$ cat src/rtl/fx_pkg.sv
// Shared constants for the fixed-point datapath (divider and multiplier paths).
// Holds the default Q format (QP.F), the divider iteration count, the
// saturation limits and the divider state encoding.
package fx_pkg;

    localparam int unsigned FX_F = 10;                    // fractional bits
    localparam int unsigned FX_P = 5;                     // integer bits
    localparam int unsigned FX_W = FX_F + FX_P + 1;       // total signed width
    localparam int unsigned FX_N = FX_W - 1 + FX_F;       // quotient bits / divide steps

    localparam logic [FX_W-1:0] Q_MAX = {1'b0, {(FX_W-1){1'b1}}};
    localparam logic [FX_W-1:0] Q_MIN = {1'b1, {(FX_W-1){1'b0}}};

    // Divider state encoding
    typedef logic [1:0] fx_state_t;
    localparam fx_state_t ST_IDLE = 2'd0;
    localparam fx_state_t ST_CALC = 2'd1;
    localparam fx_state_t ST_FIN  = 2'd2;

endpackage

$ cat src/rtl/fx_div_if.sv
// Request/response bundle of the fixed-point divider.
//   start     : request pulse (master -> slave)
//   A, B      : signed QP.F dividend / divisor (master -> slave)
//   busy      : divider not idle (slave -> master)
//   valid     : one-cycle result strobe (slave -> master)
//   Y, sat, dz: quotient, clamp flag, divide-by-zero flag (slave -> master)
interface fx_div_if #(
    parameter int unsigned W = fx_pkg::FX_W
);
    logic         start;
    logic [W-1:0] A;
    logic [W-1:0] B;
    logic         busy;
    logic         valid;
    logic [W-1:0] Y;
    logic         sat;
    logic         dz;

    modport master (
        output start, A, B,
        input  busy, valid, Y, sat, dz
    );

    modport slave (
        input  start, A, B,
        output busy, valid, Y, sat, dz
    );
endinterface

$ cat src/rtl/fx_sat_pack.sv
// Applies a result sign to an unsigned magnitude and clamps it to the signed
// W-bit range. Purely combinational; shared by the divide and multiply paths.
//   mag_i : unsigned result magnitude (MW bits, MW >= W)
//   neg_i : result is negative
//   dz_i  : divisor was zero; any nonzero magnitude then means "infinite"
//   y_o   : signed W-bit result
//   sat_o : result was clamped
module fx_sat_pack
    import fx_pkg::*;
#(
    parameter int unsigned W  = FX_W,
    parameter int unsigned MW = FX_N + 1
) (
    input  logic [MW-1:0] mag_i,
    input  logic          neg_i,
    input  logic          dz_i,
    output logic [W-1:0]  y_o,
    output logic          sat_o
);
    localparam logic [W-1:0]  Y_MAX   = {1'b0, {(W-1){1'b1}}};
    localparam logic [W-1:0]  Y_MIN   = {1'b1, {(W-1){1'b0}}};
    localparam logic [MW-1:0] MAG_POS = MW'(Y_MAX);
    localparam logic [MW-1:0] MAG_NEG = MW'(Y_MIN);

    // Negative results may reach one step further than positive ones
    always_comb begin
        y_o   = '0;
        sat_o = 1'b0;
        if (dz_i) begin
            if (mag_i != '0) begin
                sat_o = 1'b1;
                y_o   = neg_i ? Y_MIN : Y_MAX;
            end
        end else if (!neg_i) begin
            if (mag_i > MAG_POS) begin
                sat_o = 1'b1;
                y_o   = Y_MAX;
            end else begin
                y_o = mag_i[W-1:0];
            end
        end else begin
            if (mag_i > MAG_NEG) begin
                sat_o = 1'b1;
                y_o   = Y_MIN;
            end else begin
                y_o = W'('0) - mag_i[W-1:0];
            end
        end
    end

endmodule

$ cat src/rtl/fx_div.sv
// Sequential signed fixed-point divider, Y = A / B in QP.F, truncated toward
// zero and saturated. One restoring-division step per clock.
//   clk   : rising-edge clock
//   rst_n : asynchronous active-low reset
//   bus   : fx_div_if slave (start/A/B in; busy/valid/Y/sat/dz out)
module fx_div
    import fx_pkg::*;
#(
    parameter int unsigned F = FX_F,
    parameter int unsigned P = FX_P,
    parameter int unsigned W = F + P + 1
) (
    input  logic    clk,
    input  logic    rst_n,
    fx_div_if.slave bus
);
    localparam int unsigned N  = W - 1 + F;     // quotient bits / steps
    localparam int unsigned RW = W + F;         // remainder width
    localparam int unsigned DW = RW + 2;        // subtractor width incl. borrow
    localparam int unsigned CW = $clog2(N);     // step counter width
    localparam int unsigned MW = N + 1;         // magnitude incl. overflow bit

    fx_state_t     state_q, state_d;
    logic [CW-1:0] cnt_q, cnt_d;
    logic [RW-1:0] rem_q, rem_d;
    logic [N-1:0]  quo_q, quo_d;
    logic [W-1:0]  bmag_q, bmag_d;
    logic          neg_q, neg_d;
    logic          ovf_q, ovf_d;
    logic          dz_q, dz_d;
    logic [W-1:0]  y_q, y_d;
    logic          sat_q, sat_d;
    logic          dzo_q, dzo_d;
    logic          valid_q, valid_d;
    logic          busy_q, busy_d;

    logic [W-1:0]  a_mag_c;
    logic [W-1:0]  b_mag_c;
    logic [RW:0]   rem_sh_c;
    logic [DW-1:0] diff_c;
    logic          ge_c;
    logic [W-1:0]  y_c;
    logic          sat_c;

    // Magnitudes; W unsigned bits so the most negative input is representable
    assign a_mag_c = bus.A[W-1] ? W'(-bus.A) : bus.A;
    assign b_mag_c = bus.B[W-1] ? W'(-bus.B) : bus.B;

    // Quotient register doubles as the dividend shifter: its MSB feeds the
    // remainder while the new quotient bit enters at the LSB.
    assign rem_sh_c = {rem_q, quo_q[N-1]};
    assign diff_c   = {1'b0, rem_sh_c} - DW'(bmag_q);
    assign ge_c     = ~diff_c[DW-1];

    // Sign application and clamping of the finished magnitude
    fx_sat_pack #(
        .W  (W),
        .MW (MW)
    ) u_sat (
        .mag_i ({ovf_q, quo_q}),
        .neg_i (neg_q),
        .dz_i  (dz_q),
        .y_o   (y_c),
        .sat_o (sat_c)
    );

    // State and datapath registers
    always_ff @(posedge clk or negedge rst_n) begin
        if (!rst_n) begin
            state_q <= ST_IDLE;
            cnt_q   <= '0;
            rem_q   <= '0;
            quo_q   <= '0;
            bmag_q  <= '0;
            neg_q   <= 1'b0;
            ovf_q   <= 1'b0;
            dz_q    <= 1'b0;
            y_q     <= '0;
            sat_q   <= 1'b0;
            dzo_q   <= 1'b0;
            valid_q <= 1'b0;
            busy_q  <= 1'b0;
        end else begin
            state_q <= state_d;
            cnt_q   <= cnt_d;
            rem_q   <= rem_d;
            quo_q   <= quo_d;
            bmag_q  <= bmag_d;
            neg_q   <= neg_d;
            ovf_q   <= ovf_d;
            dz_q    <= dz_d;
            y_q     <= y_d;
            sat_q   <= sat_d;
            dzo_q   <= dzo_d;
            valid_q <= valid_d;
            busy_q  <= busy_d;
        end
    end

    // Next-state and datapath control
    always_comb begin
        state_d = state_q;
        cnt_d   = cnt_q;
        rem_d   = rem_q;
        quo_d   = quo_q;
        bmag_d  = bmag_q;
        neg_d   = neg_q;
        ovf_d   = ovf_q;
        dz_d    = dz_q;
        y_d     = y_q;
        sat_d   = sat_q;
        dzo_d   = dzo_q;
        valid_d = 1'b0;

        case (state_q)
            ST_IDLE: begin
                if (bus.start) begin
                    bmag_d = b_mag_c;
                    neg_d  = bus.A[W-1] ^ bus.B[W-1];
                    dz_d   = (bus.B == '0);
                    // Dividend top bit is only set for |A| = 2^(W-1); it seeds
                    // the remainder, and with |B| <= 1 the quotient overflows
                    // the N-bit register (saturation is certain then).
                    rem_d  = RW'(a_mag_c[W-1]);
                    quo_d  = {a_mag_c[W-2:0], {F{1'b0}}};
                    ovf_d  = a_mag_c[W-1] & (b_mag_c <= W'(1));
                    cnt_d  = CW'(N - 1);
                    state_d = (bus.B == '0) ? ST_FIN : ST_CALC;
                end
            end
            ST_CALC: begin
                rem_d = ge_c ? RW'(diff_c) : RW'(rem_sh_c);
                quo_d = {quo_q[N-2:0], ge_c};
                if (cnt_q == '0) begin
                    state_d = ST_FIN;
                end else begin
                    cnt_d = cnt_q - CW'(1);
                end
            end
            ST_FIN: begin
                y_d     = y_c;
                sat_d   = sat_c;
                dzo_d   = dz_q;
                valid_d = 1'b1;
                state_d = ST_IDLE;
            end
            default: begin
                state_d = ST_IDLE;
            end
        endcase

        busy_d = (state_d != ST_IDLE);
    end

    assign bus.busy  = busy_q;
    assign bus.valid = valid_q;
    assign bus.Y     = y_q;
    assign bus.sat   = sat_q;
    assign bus.dz    = dzo_q;

endmodule

$ cat src/flat_wrapper.sv
// flat-port wrapper written by rule: the top's interface ports become plain ports
module fx_div_flat import fx_pkg::*;
#(
    parameter int unsigned F = FX_F,
    parameter int unsigned P = FX_P,
    parameter int unsigned W = F + P + 1
)
  (clk, rst_n, bus_start, bus_A, bus_B, bus_busy, bus_valid, bus_Y, bus_sat, bus_dz);
  fx_div_if #(.W(W)) bus_i ();
  input  logic clk;
  input  logic rst_n;
  input wire logic [$bits(bus_i.start)-1:0] bus_start;
  input wire logic [$bits(bus_i.A)-1:0] bus_A;
  input wire logic [$bits(bus_i.B)-1:0] bus_B;
  output wire logic [$bits(bus_i.busy)-1:0] bus_busy;
  output wire logic [$bits(bus_i.valid)-1:0] bus_valid;
  output wire logic [$bits(bus_i.Y)-1:0] bus_Y;
  output wire logic [$bits(bus_i.sat)-1:0] bus_sat;
  output wire logic [$bits(bus_i.dz)-1:0] bus_dz;
  assign bus_i.start = bus_start;
  assign bus_i.A = bus_A;
  assign bus_i.B = bus_B;
  assign bus_busy = bus_i.busy;
  assign bus_valid = bus_i.valid;
  assign bus_Y = bus_i.Y;
  assign bus_sat = bus_i.sat;
  assign bus_dz = bus_i.dz;
  fx_div #(.F(F), .P(P), .W(W)) u_core (.clk(clk), .rst_n(rst_n), .bus(bus_i));
endmodule
$ cat config.mk
export PLATFORM = sky130hd
export DESIGN_NAME = fx_div_flat
export DESIGN_NICKNAME = d
export VERILOG_FILES = /design/src/rtl/fx_pkg.sv /design/src/rtl/fx_div_if.sv /design/src/rtl/fx_sat_pack.sv /design/src/rtl/fx_div.sv /design/src/flat_wrapper.sv
export SDC_FILE = /design/constraint.sdc
export NUM_CORES = 1
export LEC_CHECK = 0
export ABC_AREA = 1
export BUFFER_PORTS_ARGS = -buffer_cell sky130_fd_sc_hd__buf_2
export CAP_MARGIN = 40
export CORE_MARGIN = 2
export CORE_UTILIZATION = 35
export DETAILED_ROUTE_END_ITERATION = 12
export PLACE_DENSITY_LB_ADDON = 0.15
export SYNTH_ARGS = -nofsm -noshare
export SYNTH_HDL_FRONTEND = slang
export SYNTH_SLANG_ARGS = --single-unit
$ cat constraint.sdc
create_clock -name clk -period 1.9 [get_ports clk]
set_input_delay 0.285 -clock clk [delete_from_list [all_inputs] [get_ports clk]]
set_output_delay 0.285 -clock clk [all_outputs]
set_load 0.005 [all_outputs]
# After elaboration in Yosys (flattened, before gate mapping)
# Index checks and enable logic that the tools add are counted.
[totals]
register_bits = 97
in_bits = 35
out_inout_bits = 20
[classes]
n_addsub = 5
n_lt_le_gt_ge = 3
eq_ne = 4
muxes = 26
n_bitwise = 3
reduce_logical = 9
[ops]
columns = ["op", "count"]
rows = [
  ["2-to-1 mux 16 bit", 8],
  ["2-to-1 mux 26 bit", 2],
  ["one-hot mux 26 bit (2 select lines)", 1],
  ["one-hot mux 25 bit (2 select lines)", 1],
  ["negator 16 bit", 2],
  ["subtractor 27 x 16 -> 28 bit", 1],
  ["greater-than comparator 26 x 15 -> 1 bit, second input constant", 1],
  ["greater-than comparator 26 x 16 -> 1 bit, second input constant", 1],
  ["nonzero test 26 bit", 1],
  ["2-to-1 mux 25 bit", 1],
  ["<= comparator 16 x 1 -> 1 bit, second input constant", 1],
  ["logical NOT 16 bit", 1],
  ["subtractor 1 x 16 -> 16 bit, first input constant", 1],
  ["2-to-1 mux 5 bit", 2],
  ["one-hot mux 5 bit (2 select lines)", 1],
  ["2-to-1 mux 1 bit", 6],
  ["2-to-1 mux 2 bit", 3],
  ["logical NOT 5 bit", 1],
  ["subtractor 5 x 1 -> 5 bit, second input constant", 1],
  ["!= test 2 bit, second input constant", 2],
  ["one-hot mux 2 bit (2 select lines)", 1],
  ["AND reduction 2 bit", 2],
  ["nonzero test 2 bit", 2],
  ["AND reduction 3 bit", 1],
  ["other kinds (6)", 6],
]

# Logic depth before layout (Yosys ltp)
# Gate-level depths: netlist (run 1).
[depth]
ltp_word = 5
ltp_mapped = 15

# Cells and area by module
# From an unflattened synthesis (run 1), not the netlist that was laid out.
[unflattened]
hier_cells = 1104
hier_area_um2 = 7239.4
[modules_own_cells]
columns = ["module", "n_inst", "cells_per_inst", "area_each_um2", "seq_area_each_um2"]
rows = [
  ["fx_div", 1, 910, 6256.0, 2427.3],
  ["fx_sat_pack", 1, 194, 983.4, 0.0],
]

# Worst setup path before layout (run 1)
# Ideal clock, no wire load.
[synth_timing]
path_kind = "register to register"
from = "register u_core.quo_q[24]"
to = "register u_core.rem_q[10]"
t_arrival_ns = 1.816
required_time_ns = 1.776
slack_ns = -0.040
stages_incl_launch_ff = 15
path_buffers = 0
synth_period_minus_slack_ns = 1.940
cell_sequence = "dfrtp_1 > inv_1 > ha_1 > inv_1 > fa_1 > nand3_1 > nand3_1 > nand2_1 > nand2_1 > nand2_1 > nand2_1 > nand2_1 > nand3_1 > o211ai_1 > nand2_1"
[synth_via]
elab_chain_len = 3
[synth_lines]
columns = ["element", "line_no", "rtl"]
rows = [
  ["start, declared", "fx_div.sv:26", "logic [N-1:0] quo_q, quo_d;"],
  ["start signal, assigned", "fx_div.sv:87", "quo_q <= quo_d;"],
  ["subtractor 27 x 16 -> 28 bit", "fx_div.sv:52", "assign diff_c = {1'b0, rem_sh_c} - DW'(bmag_q);"],
  ["2-to-1 mux 26 bit", "fx_div.sv:132", "rem_d = ge_c ? RW'(diff_c) : RW'(rem_sh_c);"],
  ["one-hot mux 26 bit (2 select lines)", "fx_div.sv:115", "case (state_q)"],
  ["end signal, assigned", "fx_div.sv:86", "rem_q <= rem_d;"],
  ["end, declared", "fx_div.sv:25", "logic [RW-1:0] rem_q, rem_d;"],
]
# No other way between the ends.
# A chain may end at the register's enable or synchronous reset.

# Worst setup path after layout (run 1)
[layout_timing]
from = "register u_core.bmag_q[13]"
to = "register u_core.rem_q[14]"
[layout_via]
elab_chain_len = 3
[layout_lines]
columns = ["element", "line_no", "rtl"]
rows = [
  ["start, declared", "fx_div.sv:27", "logic [W-1:0] bmag_q, bmag_d;"],
  ["start signal, assigned", "fx_div.sv:88", "bmag_q <= bmag_d;"],
  ["subtractor 27 x 16 -> 28 bit", "fx_div.sv:52", ""],
  ["2-to-1 mux 26 bit", "fx_div.sv:132", ""],
  ["one-hot mux 26 bit (2 select lines)", "fx_div.sv:115", ""],
]
# No other way between the ends.

==> summary.md, run 1 <==
| Metric | Value |
|---|---|
| Most common cell after layout, fill and taps aside | `nand2_1` |
| Most frequent cells in the layout | `295 x nand2_1, 139 x buf_4, 113 x inv_1` |
| Post-Syn Area | `7050 um^2` |
| RR Startpoint | `u_core.bmag_q[13]$_DFFE_PN0P_` |
| Sequential element share of the synthesized area | `34.4%` |
| Endpoints failing setup | `2` |
| GRT Util Overall | `19.7%` |
| # nets final | `1323` |
| Die height | `146 um` |
| Total CTS buffers | `9` |
| Initial Util | `36.0%` |
| Status | `finished, violations left` |
| GR Layer Usage met3 | `2.29%` |
| Share of cells above drive strength 1 | `29.8%` |
| N_diodes | `0` |
| Worst rel slew slack | `67.9%` |
| Vias in the first global route | `6994` |
| RSZ-0062 raised after global routing | `true` |
| Vias per Instance | `4.82` |
| Top_reg_cell synth | `dfrtp_1` |
| Number of flops mapped to enable cells by yosys | `0` |
| # IOs | `55` |
| Post-synth cell types | `38` |
| Met1 capacity usage during global routing | `27.4%` |
| Placer Congestion | `0.881` |
| Final wirelength | `20800 um` |
| DR WL/cell | `13.6 um` |
| CTS sink cnt | `97` |
| Final cell count without fillers | `1536` |
| Layout overhead on the synthesized area | `37.4%` |
| Largest net degree at the start of global routing | `33` |
| IO Port Bufs | `54` |
| Clk pin slew, worst setup/hold paths | `0.08 ns` |
| Register bit total from synthesis | `97` |
| Insertion delay to the later sink of the worst-skew pair | `0.36 ns` |
| Crit Path Category | `flop to flop` |
| Critical Path Fanout Max | `6` |
| Hold slack | `0.199 ns` |
| Tot Pwr | `18.0 mW` |
| Crit path to | `u_core.rem_q[14]$_DFFE_PN0P_` |
| Grt total ovfl | `0` |
| Via count | `7398` |
| Final hold viol count | `0` |
| First-pass GRT wire length | `34400 um` |
| Final instance area | `9680 um^2` |
| Total iterations of the first detailed-routing run | `5` |
| Post-DRT Antenna Nets | `0` |
| Fmax | `523 MHz` |
| Max-slew violations | `0` |
| Setup slack, reg-to-reg | `-0.01 ns` |
| Post-Route Utilization | `49.4%` |
| Synth Warn # | `0` |
| Cells taking the most area after synthesis | `dfrtp_1 34%, nand2_1 18%, inv_1 7.2%` |
| Met2 Use GR | `32.9%` |
| Slew @ Worst Pin | `0.481 ns` |
| Initial antenna violation count | `0` |
| Core area | `19600 um^2` |
| Worst R2R End | `u_core.rem_q[14]$_DFFE_PN0P_` |
| R2R depth | `14` |
| Syn avg cell area | `6.53 um^2` |
| Setup ws final | `-0.0126 ns` |
| Detailed router's first-iteration violation count | `371` |
| Root buffer cell | `clkbuf_16` |
| Hold crit path type | `input pin to flop` |
| Row count | `51` |
| Post-DP HPWL | `15600 um` |
| Area of placed instances | `8580 um^2` |
| Leak | `4.88 nW` |
| Crit share post-route | `101%` |
| CTS tree | `yes` |
| Req. time, crit path | `2.15 ns` |
| Layout Skew | `0.00762 ns` |
| Dpl cells | `1503` |
| Grt peak-use layer | `met2` |
| Chip Width | `146 um` |
| Max IR drop VDD | `0.625 mV` |
| Ys async rst share | `100%` |
| CP arrival | `2.16 ns` |
| Total die area | `21300 um^2` |
| Clock Tree Buf Depth | `2` |
| Nature of the critical path startpoint | `flop` |
| Pwr/cell area | `1860 nW/um^2` |
| Post-Syn Instances | `1079` |
| DR DRC count | `0` |
| Post-synth top area share | `34.4%` |
| Max-cap violations | `0` |
| Cell accounting for the most synthesized area | `dfrtp_1` |
| H-tree depth | `3` |
| Post-Synthesis Net Count | `1136` |
| Tmin final | `1.91 ns` |
| Failing checks | `setup timing` |
| Endpoint class of the critical path | `flop` |
| Crit path from | `u_core.bmag_q[13]$_DFFE_PN0P_` |
## synthesized netlist by cell type, types with 2 or more instances
master	number
nor4_1	2
ha_1	21
clkbuf_1	16
buf_6	3
o22ai_1	11
or2_0	5
buf_2	9
nand2_2	6
buf_4	2
a31oi_1	5
nand4_1	13
xor2_1	9
nand3_1	99
xnor2_1	13
o31ai_1	3
nand3b_1	9
a21oi_1	42
o21ai_0	65
nand2_1	332
a22oi_1	14
o21ai_1	10
dfrtp_1	97
nor2_4	6
nor3_1	10
o211ai_1	4
buf_1	2
nor2_1	115
inv_2	7
nor2_2	6
inv_1	135
## registers in the layout, indices dropped and copies added, names as in the netlist
| register | flops |
|---|---|
| u_core.rem_q | 26 |
| u_core.quo_q | 25 |
| u_core.bmag_q | 16 |
| u_core.bus.Y | 16 |
| u_core.cnt_q | 5 |
| u_core.state_q | 2 |
| u_core.bus.busy | 1 |
| u_core.bus.dz | 1 |
| u_core.bus.sat | 1 |
| u_core.bus.valid | 1 |
| u_core.dz_q | 1 |
| u_core.neg_q | 1 |
| u_core.ovf_q | 1 |
## where the power goes
part	switching (mW)	total (mW)	internal (mW)
combinational	6.65	12.3	5.63
sequential	0.807	3.84	3.04
clock	0.924	1.88	0.959
## routing by layer
layer	routed length (um)	up-vias
met5	0	-
met4	185	0
met3	567	14
met2	9850	104
met1	10200	3450
li1	-	3830
## worst max-delay path, stage by stage, from the launching register on
cell	delay (ns)
dfrtp_1	0.41
inv_2	0.10
ha_4	0.22
nand2_4	0.06
inv_2	0.03
nand2_1	0.05
nand2_1	0.06
inv_2	0.07
nor2_2	0.05
nor2_4	0.14
nand2_4	0.12
buf_6	0.15
or2_0	0.21
nand3_1	0.08
nand2_1	0.05
## metrics by stage
| stage | worst slack (ns) | TNS [ns] |
|---|---|---|
| 6_report | -0.0126 | -0.0198 |
| 5_1_grt | -0.168 | -2.50 |
| 4_1_cts | -0.00634 | -0.00634 |
| 3_5_place_dp | -0.352 | -2.82 |
| 3_3_place_gp | -0.265 | -2.23 |
| 2_1_floorplan | 0.00253 | 0 |
## worst min-delay path by stage
stage / cells after the start / start / end
2_1_floorplan: 0 / rst_n / u_core.bmag_q[0]$_DFFE_PN0P_
3_3_place_gp: 1 / rst_n / u_core.bus.valid$_DFF_PN0_
3_5_place_dp: 1 / rst_n / u_core.bus.Y[7]$_DFFE_PN0P_
4_1_cts: 3 / bus_A[12] / u_core.quo_q[22]$_DFFE_PN0P_
5_1_grt: 3 / bus_A[12] / u_core.quo_q[22]$_DFFE_PN0P_
6_report: 3 / bus_A[12] / u_core.quo_q[22]$_DFFE_PN0P_
## final cells by class
type / instances / area (um^2)
Timing Repair Buffer: 208 / 1550
Inverter: 143 / 539
Tap cell: 265 / 332
Clock buffer: 10 / 239
Clock inverter: 6 / 61.3
Sequential cell: 97 / 2430
Multi-Input combinational cell: 807 / 4530
Fill cell: 2016 / 9910
## timing repair
item                                   in CTS  in global routing
pin swaps                                   5                 35
hold buffers                                1                  0
gates cloned                                1                  1
resized for setup                          53                113
buffers inserted                            5                 11
setup endpoints to repair                  27                 46
endpoints found under the hold margin      29                  0
## kinds of logic after synthesis
kind of cell    share of synthesized area, %
fa+ha+maj                               4.01
flops                                   34.4
compound gates                          12.1
xor+xnor                                2.73
buf+inv                                 9.91
simple gates                            36.8
No activity file was read; power rests on OpenSTA's default activity.
==> run 2: changes to the inputs <==
- GPL_TIMING_DRIVEN: default -> 0
==> summary.md, run 2 (synthesis results as in run 1) <==
| Metric | Value |
|---|---|
| GRT Util Overall | `20.0% (was 19.7%)` |
| # nets final | `1252 (was 1323)` |
| Setup ws final | `-0.116 ns (was -0.0126 ns)` |
| CTS sink cnt | `97 (unchanged)` |
| Largest net degree at the start of global routing | `64 (was 33)` |
| Crit Path Category | `flop to flop (unchanged)` |
| Max layer used | `met4 (unchanged)` |
| Vias per Instance | `4.93 (was 4.82)` |
| Worst R2R End | `u_core.rem_q[14]$_DFFE_PN0P_ (unchanged)` |
| CP arrival | `2.27 ns (was 2.16 ns)` |
| Insertion delay to the later sink of the worst-skew pair | `0.36 ns (about the same)` |
| Area of placed instances | `7680 um^2 (was 8580 um^2)` |
| Req. time, crit path | `2.15 ns (about the same)` |
| Tmin final | `2.02 ns (was 1.91 ns)` |
| Vias in the first global route | `6660 (was 6994)` |
| Post-DP HPWL | `15300 um (was 15600 um)` |
| WP depth | `14 (unchanged)` |
| CP max stage cell | `dfrtp_1 (unchanged)` |
| Crit path to | `u_core.rem_q[14]$_DFFE_PN0P_ (unchanged)` |
| Initial antenna violation count | `0 (unchanged)` |
| Leak | `4.54 nW (was 4.88 nW)` |
| Total die area | `21300 um^2 (unchanged)` |
| Dpl cells | `1399 (was 1503)` |
| Final instance area | `9210 um^2 (was 9680 um^2)` |
| DR DRC count | `0 (unchanged)` |
| Crit path cell chain | `ha_4 > nand2_4 > inv_4 > nand2_2 > nor2_1 > nand2_1 > nand3_4 > nand2_4 > nand2_8 > buf_6 > clkbuf_16 > nand3_2 > nand3_1 > nand2_1 (was inv_2 > ha_4 > nand2_4 > inv_2 > nand2_1 > nand2_1 > inv_2 > nor2_2 > nor2_4 > nand2_4 > buf_6 > or2_0 > nand3_1 > nand2_1)` |
| Initial Util | `36.0% (unchanged)` |
| N_diodes | `0 (unchanged)` |
| Hold crit path type | `input pin to flop (unchanged)` |
| IO Port Bufs | `53 (was 54)` |
| Met2 wire len | `9920 um (was 9850 um)` |
| Status | `finished, violations left (unchanged)` |
| Endpoints failing setup | `23 (was 2)` |
| Max-slew violations | `0 (unchanged)` |
| Crit path from | `u_core.rem_q[3]$_DFFE_PN0P_ (was u_core.bmag_q[13]$_DFFE_PN0P_)` |
| Slew @ Worst Pin | `0.764 ns (was 0.481 ns)` |
| Max IR drop VDD | `0.639 mV (was 0.625 mV)` |
| Clk pin slew, worst setup/hold paths | `0.07 ns (was 0.08 ns)` |
| DR WL/cell | `14.8 um (was 13.6 um)` |
| Buf/Inv on CP | `3 (was 4)` |
| Detailed router's first-iteration violation count | `408 (was 371)` |
| Met1 wire length | `10600 um (was 10200 um)` |
| Critical Path Fanout Max | `6 (unchanged)` |
| Worst rel slew slack | `49.1% (was 67.9%)` |
| Most frequent cells in the layout | `304 x nand2_1, 111 x inv_1, 97 x nor2_1 (was 295 x nand2_1, 139 x buf_4, 113 x inv_1)` |
| RR Startpoint | `u_core.rem_q[3]$_DFFE_PN0P_ (was u_core.bmag_q[13]$_DFFE_PN0P_)` |
| Most common cell after layout, fill and taps aside | `nand2_1 (unchanged)` |
| Crit share post-route | `106% (was 101%)` |
| Met3 wire len | `623 um (was 567 um)` |
| Grt total ovfl | `0 (unchanged)` |
| Max-cap violations | `0 (unchanged)` |
| Layout overhead on the synthesized area | `30.6% (was 37.4%)` |
| First-pass GRT wire length | `34500 um (was 34400 um)` |
| Layout Skew | `0.00974 ns (was 0.00762 ns)` |
| Final hold viol count | `0 (unchanged)` |
| RSZ-0062 raised after global routing | `true (unchanged)` |
| Chip Width | `146 um (unchanged)` |
| Root buffer cell | `clkbuf_16 (unchanged)` |
| Share of cells above drive strength 1 | `24.8% (was 29.8%)` |
| Nature of the critical path startpoint | `flop (unchanged)` |
| Post-DRT Antenna Nets | `0 (unchanged)` |
| Biggest regs | `u_core.rem_q x26, u_core.quo_q x25 (unchanged)` |
| Failing checks | `setup timing (unchanged)` |
| Total iterations of the first detailed-routing run | `5 (unchanged)` |
| Pwr/cell area | `1860 nW/um^2 (about the same)` |
| Final cell count without fillers | `1465 (was 1536)` |
| Max reg flops | `26 (unchanged)` |
| Placer Congestion | `0.881 (about the same)` |
| Total CTS buffers | `9 (unchanged)` |
| H-tree depth | `3 (unchanged)` |
| Top delay family on crit path | `simple AND/OR/NAND/NOR gates (unchanged)` |
| Die height | `146 um (unchanged)` |
| Final wirelength | `21600 um (was 20800 um)` |
| R2R depth | `14 (unchanged)` |
| Clock Tree Buf Depth | `2 (unchanged)` |
| CTS tree | `yes (unchanged)` |
| Setup slack, reg-to-reg | `-0.12 ns (was -0.01 ns)` |
| Slowest cell delay on critical path | `0.43 ns (was 0.41 ns)` |
| Via count | `7219 (was 7398)` |
| Post-Route Utilization | `47.0% (was 49.4%)` |
| Most flop-heavy register | `u_core.rem_q (unchanged)` |
| Endpoint class of the critical path | `flop (unchanged)` |
| Row count | `51 (unchanged)` |
| Setup TNS | `-1.27 ns (was -0.0198 ns)` |
| Core area | `19600 um^2 (unchanged)` |
| # IOs | `55 (unchanged)` |
| Fmax | `496 MHz (was 523 MHz)` |
## run 2: cell count changes in the layout (fill, tap and decap cells not counted), moves of 6 or more
| cell | previous run | this run |
|---|---|---|
| clkbuf_1 | 0 | 12 |
| buf_6 | 9 | 3 |
| nand2_2 | 35 | 19 |
| nand2_1 | 295 | 304 |
| buf_2 | 53 | 61 |
| buf_4 | 139 | 43 |
## run 2: how the worst min path moves through the flow
stage,cells past startpoint,end,startpoint
6_report,3,u_core.quo_q[10]$_DFFE_PN0P_,bus_A[0]
5_1_grt,3,u_core.quo_q[10]$_DFFE_PN0P_,bus_A[0]
4_1_cts,3,u_core.quo_q[10]$_DFFE_PN0P_,bus_A[0]
3_5_place_dp,1,u_core.bus.valid$_DFF_PN0_,rst_n
3_3_place_gp,2,u_core.bus.Y[15]$_DFFE_PN0P_,u_core.bus.Y[15]$_DFFE_PN0P_
2_1_floorplan,0,u_core.bmag_q[0]$_DFFE_PN0P_,rst_n
## run 2: through the flow
stage                     total power, mW  hold WS [ns]  setup WS [ns]
final                                17.1         0.210         -0.116
after global routing                 18.6         0.219         -0.197
after CTS                            15.6         0.202        -0.0890
after detailed placement             12.1         0.274         -0.502
after global placement               12.0         0.465         -0.578
after floorplan                      9.90       -0.0106        0.00253
## run 2: worst reg2reg max path: stages, from the launching register on
cell and delay, ns:
dfrtp_1 0.43, ha_4 0.33, nand2_4 0.07, inv_4 0.06
nand2_2 0.05, nor2_1 0.09, nand2_1 0.10, nand3_4 0.10
nand2_4 0.08, nand2_8 0.12, buf_6 0.12, clkbuf_16 0.15
nand3_2 0.08, nand3_1 0.07, nand2_1 0.06
## run 2: what timing repair did
| action | 4_1_cts | 5_1_grt |
|---|---|---|
| buffers inserted | 25 | 19 |
| endpoints found under the setup margin | 45 | 45 |
| gates resized for setup | 98 | 102 |
| hold buffers | 1 | 0 |
| pin swaps | 21 | 50 |
| gates cloned | 1 | 4 |
| endpoints found under the hold margin | 34 | 0 |
## run 2: metal layers
layer,track usage [%],vias up
met2,32.2,140
met1,28.5,3349
met3,2.13,26
met5,0,-
li1,-,3704
met4,6.03,0
## run 2: power breakdown
part	internal, mW	switching, mW
clock	0.948	0.896
combinational	4.73	6.60
sequential	3.04	0.872
## run 2: cell type report
type                       instances  area [um^2]
fill                            2064        10400
multi-input combinational        807         4620
sequential                        97         2430
timing repair buffer             105          776
inverter                         143          542
tap                              265          332
clock buffer                      11          243
buffer                            32          213
clock inverter                     5         46.3
==> run 3: changes to the inputs <==
--- a/config.mk
+++ b/config.mk
@@ -7,9 +7,9 @@
 export LEC_CHECK = 0
 export ABC_AREA = 1
-export BUFFER_PORTS_ARGS = -buffer_cell sky130_fd_sc_hd__buf_2
 export CAP_MARGIN = 40
 export CORE_MARGIN = 2
 export CORE_UTILIZATION = 35
 export DETAILED_ROUTE_END_ITERATION = 12
+export DONT_BUFFER_PORTS = 1
 export GPL_TIMING_DRIVEN = 0
 export PLACE_DENSITY_LB_ADDON = 0.15
==> constraint.sdc (replaced) <==
create_clock -name clk -period 1.9 [get_ports clk]
set_input_delay 0.19 -clock clk [delete_from_list [all_inputs] [get_ports clk]]
set_output_delay 0.19 -clock clk [all_outputs]
set_load 0.005 [all_outputs]
==> summary.md, run 3 (synthesis results as in run 1) <==
| Metric | Value |
|---|---|
| Final wirelength | `21500 um (was 21600 um)` |
| Row count | `51 (unchanged)` |
| Total iterations of the first detailed-routing run | `5 (unchanged)` |
| First-pass GRT wire length | `34100 um (was 34500 um)` |
| IO Port Bufs | `0 (was 53)` |
| Nature of the critical path startpoint | `flop (unchanged)` |
| RSZ-0062 raised after global routing | `true (unchanged)` |
| Most common cell after layout, fill and taps aside | `nand2_1 (unchanged)` |
| Grt total ovfl | `0 (unchanged)` |
| Met2 Use GR | `32.3% (was 32.2%)` |
| Max reg flops | `26 (unchanged)` |
| Sequential Area | `2430 um^2 (about the same)` |
| Chip Width | `146 um (unchanged)` |
| CP arrival | `2.25 ns (was 2.27 ns)` |
| Crit share post-route | `105% (was 106%)` |
| CTS sink cnt | `97 (unchanged)` |
| Tmin final | `2.00 ns (was 2.02 ns)` |
| Switching Fraction | `49.0% (about the same)` |
| Via count | `7106 (was 7219)` |
| # nets final | `1207 (was 1252)` |
| Clk pin slew, worst setup/hold paths | `0.08 ns (was 0.07 ns)` |
| Worst rel slew slack | `54.1% (was 49.1%)` |
| Layout overhead on the synthesized area | `27.5% (was 30.6%)` |
| Die height | `146 um (unchanged)` |
| GRT Util Overall | `19.7% (was 20.0%)` |
| RR Startpoint | `u_core.quo_q[24]$_DFFE_PN0P_ (was u_core.rem_q[3]$_DFFE_PN0P_)` |
| Grt peak-use layer | `met2 (unchanged)` |
| Int Power | `8.60 mW (was 8.72 mW)` |
| Area of placed instances | `7400 um^2 (was 7680 um^2)` |
| Clock Tree Buf Depth | `2 (unchanged)` |
| Slowest cell delay on critical path | `0.39 ns (was 0.43 ns)` |
| CTS tree | `yes (unchanged)` |
| H-tree depth | `3 (unchanged)` |
| Multi-input gate area | `4610 um^2 (was 4620 um^2)` |
| Setup slack, reg-to-reg | `-0.10 ns (was -0.12 ns)` |
| Max-cap violations | `0 (unchanged)` |
| Post-DP HPWL | `15000 um (was 15300 um)` |
| Final cell count without fillers | `1420 (was 1465)` |
| Logic pwr share | `65.5% (was 66.3%)` |
| Core area | `19600 um^2 (unchanged)` |
| N_diodes | `0 (unchanged)` |
| Req. time, crit path | `2.14 ns (was 2.15 ns)` |
| # IOs | `55 (unchanged)` |
| Vias in the first global route | `6722 (was 6660)` |
| DR WL/cell | `15.1 um (was 14.8 um)` |
| Crit Path Category | `flop to flop (unchanged)` |
| Slew @ Worst Pin | `0.689 ns (was 0.764 ns)` |
| Hold slack | `-0.479 ns (was 0.210 ns)` |
| GR Layer Usage met3 | `2.48% (was 2.13%)` |
| CP max stage cell | `dfrtp_1 (unchanged)` |
| Initial antenna violation count | `0 (unchanged)` |
| Placer Congestion | `0.873 (was 0.881)` |
| Vias per Instance | `5.00 (was 4.93)` |
| Status | `finished, violations left (unchanged)` |
| Endpoint class of the critical path | `flop (unchanged)` |
| Share of cells above drive strength 1 | `21.3% (was 24.8%)` |
| Biggest regs | `u_core.rem_q x26, u_core.quo_q x25 (unchanged)` |
| Largest net degree at the start of global routing | `98 (was 64)` |
| Fmax | `499 MHz (was 496 MHz)` |
| Final hold viol count | `97 (was 0)` |
| Total CTS buffers | `9 (unchanged)` |
| Post-DRT Antenna Nets | `0 (unchanged)` |
| Max-slew violations | `0 (unchanged)` |
| Pwr/cell area | `1870 nW/um^2 (was 1860 nW/um^2)` |
| Crit path cell chain | `inv_2 > ha_4 > inv_4 > buf_4 > nand3_1 > nand3_2 > nand2_1 > nand3_4 > nand2_4 > nand2_8 > buf_8 > or2_0 > nand3_1 > nand2_1 (was ha_4 > nand2_4 > inv_4 > nand2_2 > nor2_1 > nand2_1 > nand3_4 > nand2_4 > nand2_8 > buf_6 > clkbuf_16 > nand3_2 > nand3_1 > nand2_1)` |
| P_sw | `8.25 mW (was 8.37 mW)` |
| Setup ws final | `-0.104 ns (was -0.116 ns)` |
| Final instance area | `8990 um^2 (was 9210 um^2)` |
| Leak | `4.35 nW (was 4.54 nW)` |
| Root buffer cell | `clkbuf_16 (unchanged)` |
| Dpl cells | `1346 (was 1399)` |
| Place WS | `-0.467 ns (was -0.502 ns)` |
| DR DRC count | `0 (unchanged)` |
| Endpoints failing setup | `22 (was 23)` |
| R2R depth | `14 (unchanged)` |
| Reg power frac | `23.3% (was 22.9%)` |
| Initial Util | `36.0% (unchanged)` |
| Clock power share | `11.2% (was 10.8%)` |
| Critical Path Fanout Max | `6 (unchanged)` |
| Tot Pwr | `16.8 mW (was 17.1 mW)` |
| Met1 capacity usage during global routing | `27.5% (was 28.5%)` |
| Detailed router's first-iteration violation count | `380 (was 408)` |
| Layout Skew | `0.0125 ns (was 0.00974 ns)` |
| Most flop-heavy register | `u_core.rem_q (unchanged)` |
| Crit path to | `u_core.rem_q[14]$_DFFE_PN0P_ (unchanged)` |
| Fillers | `2037 (was 2064)` |
| Hold crit path type | `input pin to asynchronous set/reset pin (was input pin to flop)` |
| Total die area | `21300 um^2 (unchanged)` |
| Worst R2R End | `u_core.rem_q[14]$_DFFE_PN0P_ (unchanged)` |
| Insertion delay to the later sink of the worst-skew pair | `0.36 ns (about the same)` |
| Crit path from | `u_core.quo_q[24]$_DFFE_PN0P_ (was u_core.rem_q[3]$_DFFE_PN0P_)` |
| Max IR drop VDD | `0.622 mV (was 0.639 mV)` |
| Hold-fix buffers, CTS | `4 (was 1)` |
| Most frequent cells in the layout | `302 x nand2_1, 110 x inv_1, 97 x nor2_1 (was 304 x nand2_1, 111 x inv_1, 97 x nor2_1)` |
| Failing checks | `hold timing, setup timing (was setup timing)` |
-- run 3: timing repair --
| item | in CTS | in global routing |
|---|---|---|
| pin swaps | 26 | 37 |
| gates resized for setup | 102 | 98 |
| cloned | 1 | 4 |
| endpoints found under the hold margin | 101 | 97 |
| buffers inserted | 31 | 18 |
| endpoints found under the setup margin | 42 | 50 |
-- run 3: final cells by class --
type / count / share of cell area (%)
Timing Repair Buffer: 60 / 6.36
Multi-Input combinational cell: 807 / 51.3
Sequential cell: 97 / 27.0
Buffer: 32 / 2.35
Inverter: 143 / 6.03
Clock inverter: 6 / 0.626
Tap cell: 265 / 3.69
Clock buffer: 10 / 2.66
-- run 3: how the worst min path moves through the flow --
stage,start,to,slack [ns]
after floorplan,rst_n,u_core.bmag_q[0]$_DFFE_PN0P_,-0.11
after global placement,rst_n,u_core.bus.Y[15]$_DFFE_PN0P_,-0.10
after detailed placement,rst_n,u_core.bus.Y[15]$_DFFE_PN0P_,-0.10
after CTS,rst_n,u_core.bus.Y[5]$_DFFE_PN0P_,-0.49
after global routing,rst_n,u_core.bus.Y[7]$_DFFE_PN0P_,-0.50
final,rst_n,u_core.bus.valid$_DFF_PN0_,-0.48
-- run 3: power by group through the flow --
stage                     logic [mW]  clock network [mW]  registers (mW)
after floorplan                 6.28                   0            3.63
after global placement          7.93                   0            3.84
after detailed placement        7.98                   0            3.85
after CTS                       9.65                1.92            3.89
after global routing            12.3                2.02            4.06
final                           11.0                1.88            3.93
-- run 3: stage by stage --
| stage | TNS (ns) | util (%) |
|---|---|---|
| 3_5_place_dp | -9.36 | 37.8 |
| 4_1_cts | -0.391 | 43.0 |
| 2_1_floorplan | 0 | - |
| 6_report | -1.22 | 45.9 |
| 5_1_grt | -3.77 | 45.9 |
| 3_3_place_gp | -9.58 | 37.7 |
-- run 3: worst max-delay path, delay by kind of cell (launching register included) --
kind | cells | cell delay (ns)
simple gates | 9 | 0.94
flops | 1 | 0.39
buf+inv | 4 | 0.42
fa+ha+maj | 1 | 0.14
-- run 3: metal layers --
| layer | share of wire, % | vias up | wire (um) |
|---|---|---|---|
| met5 | 0 | - | 0 |
| met1 | 48 | 3309 | 10300 |
| li1 | - | 3622 | - |
| met2 | 46 | 141 | 9870 |
| met4 | 2.3 | 0 | 495 |
| met3 | 3.7 | 34 | 785 |
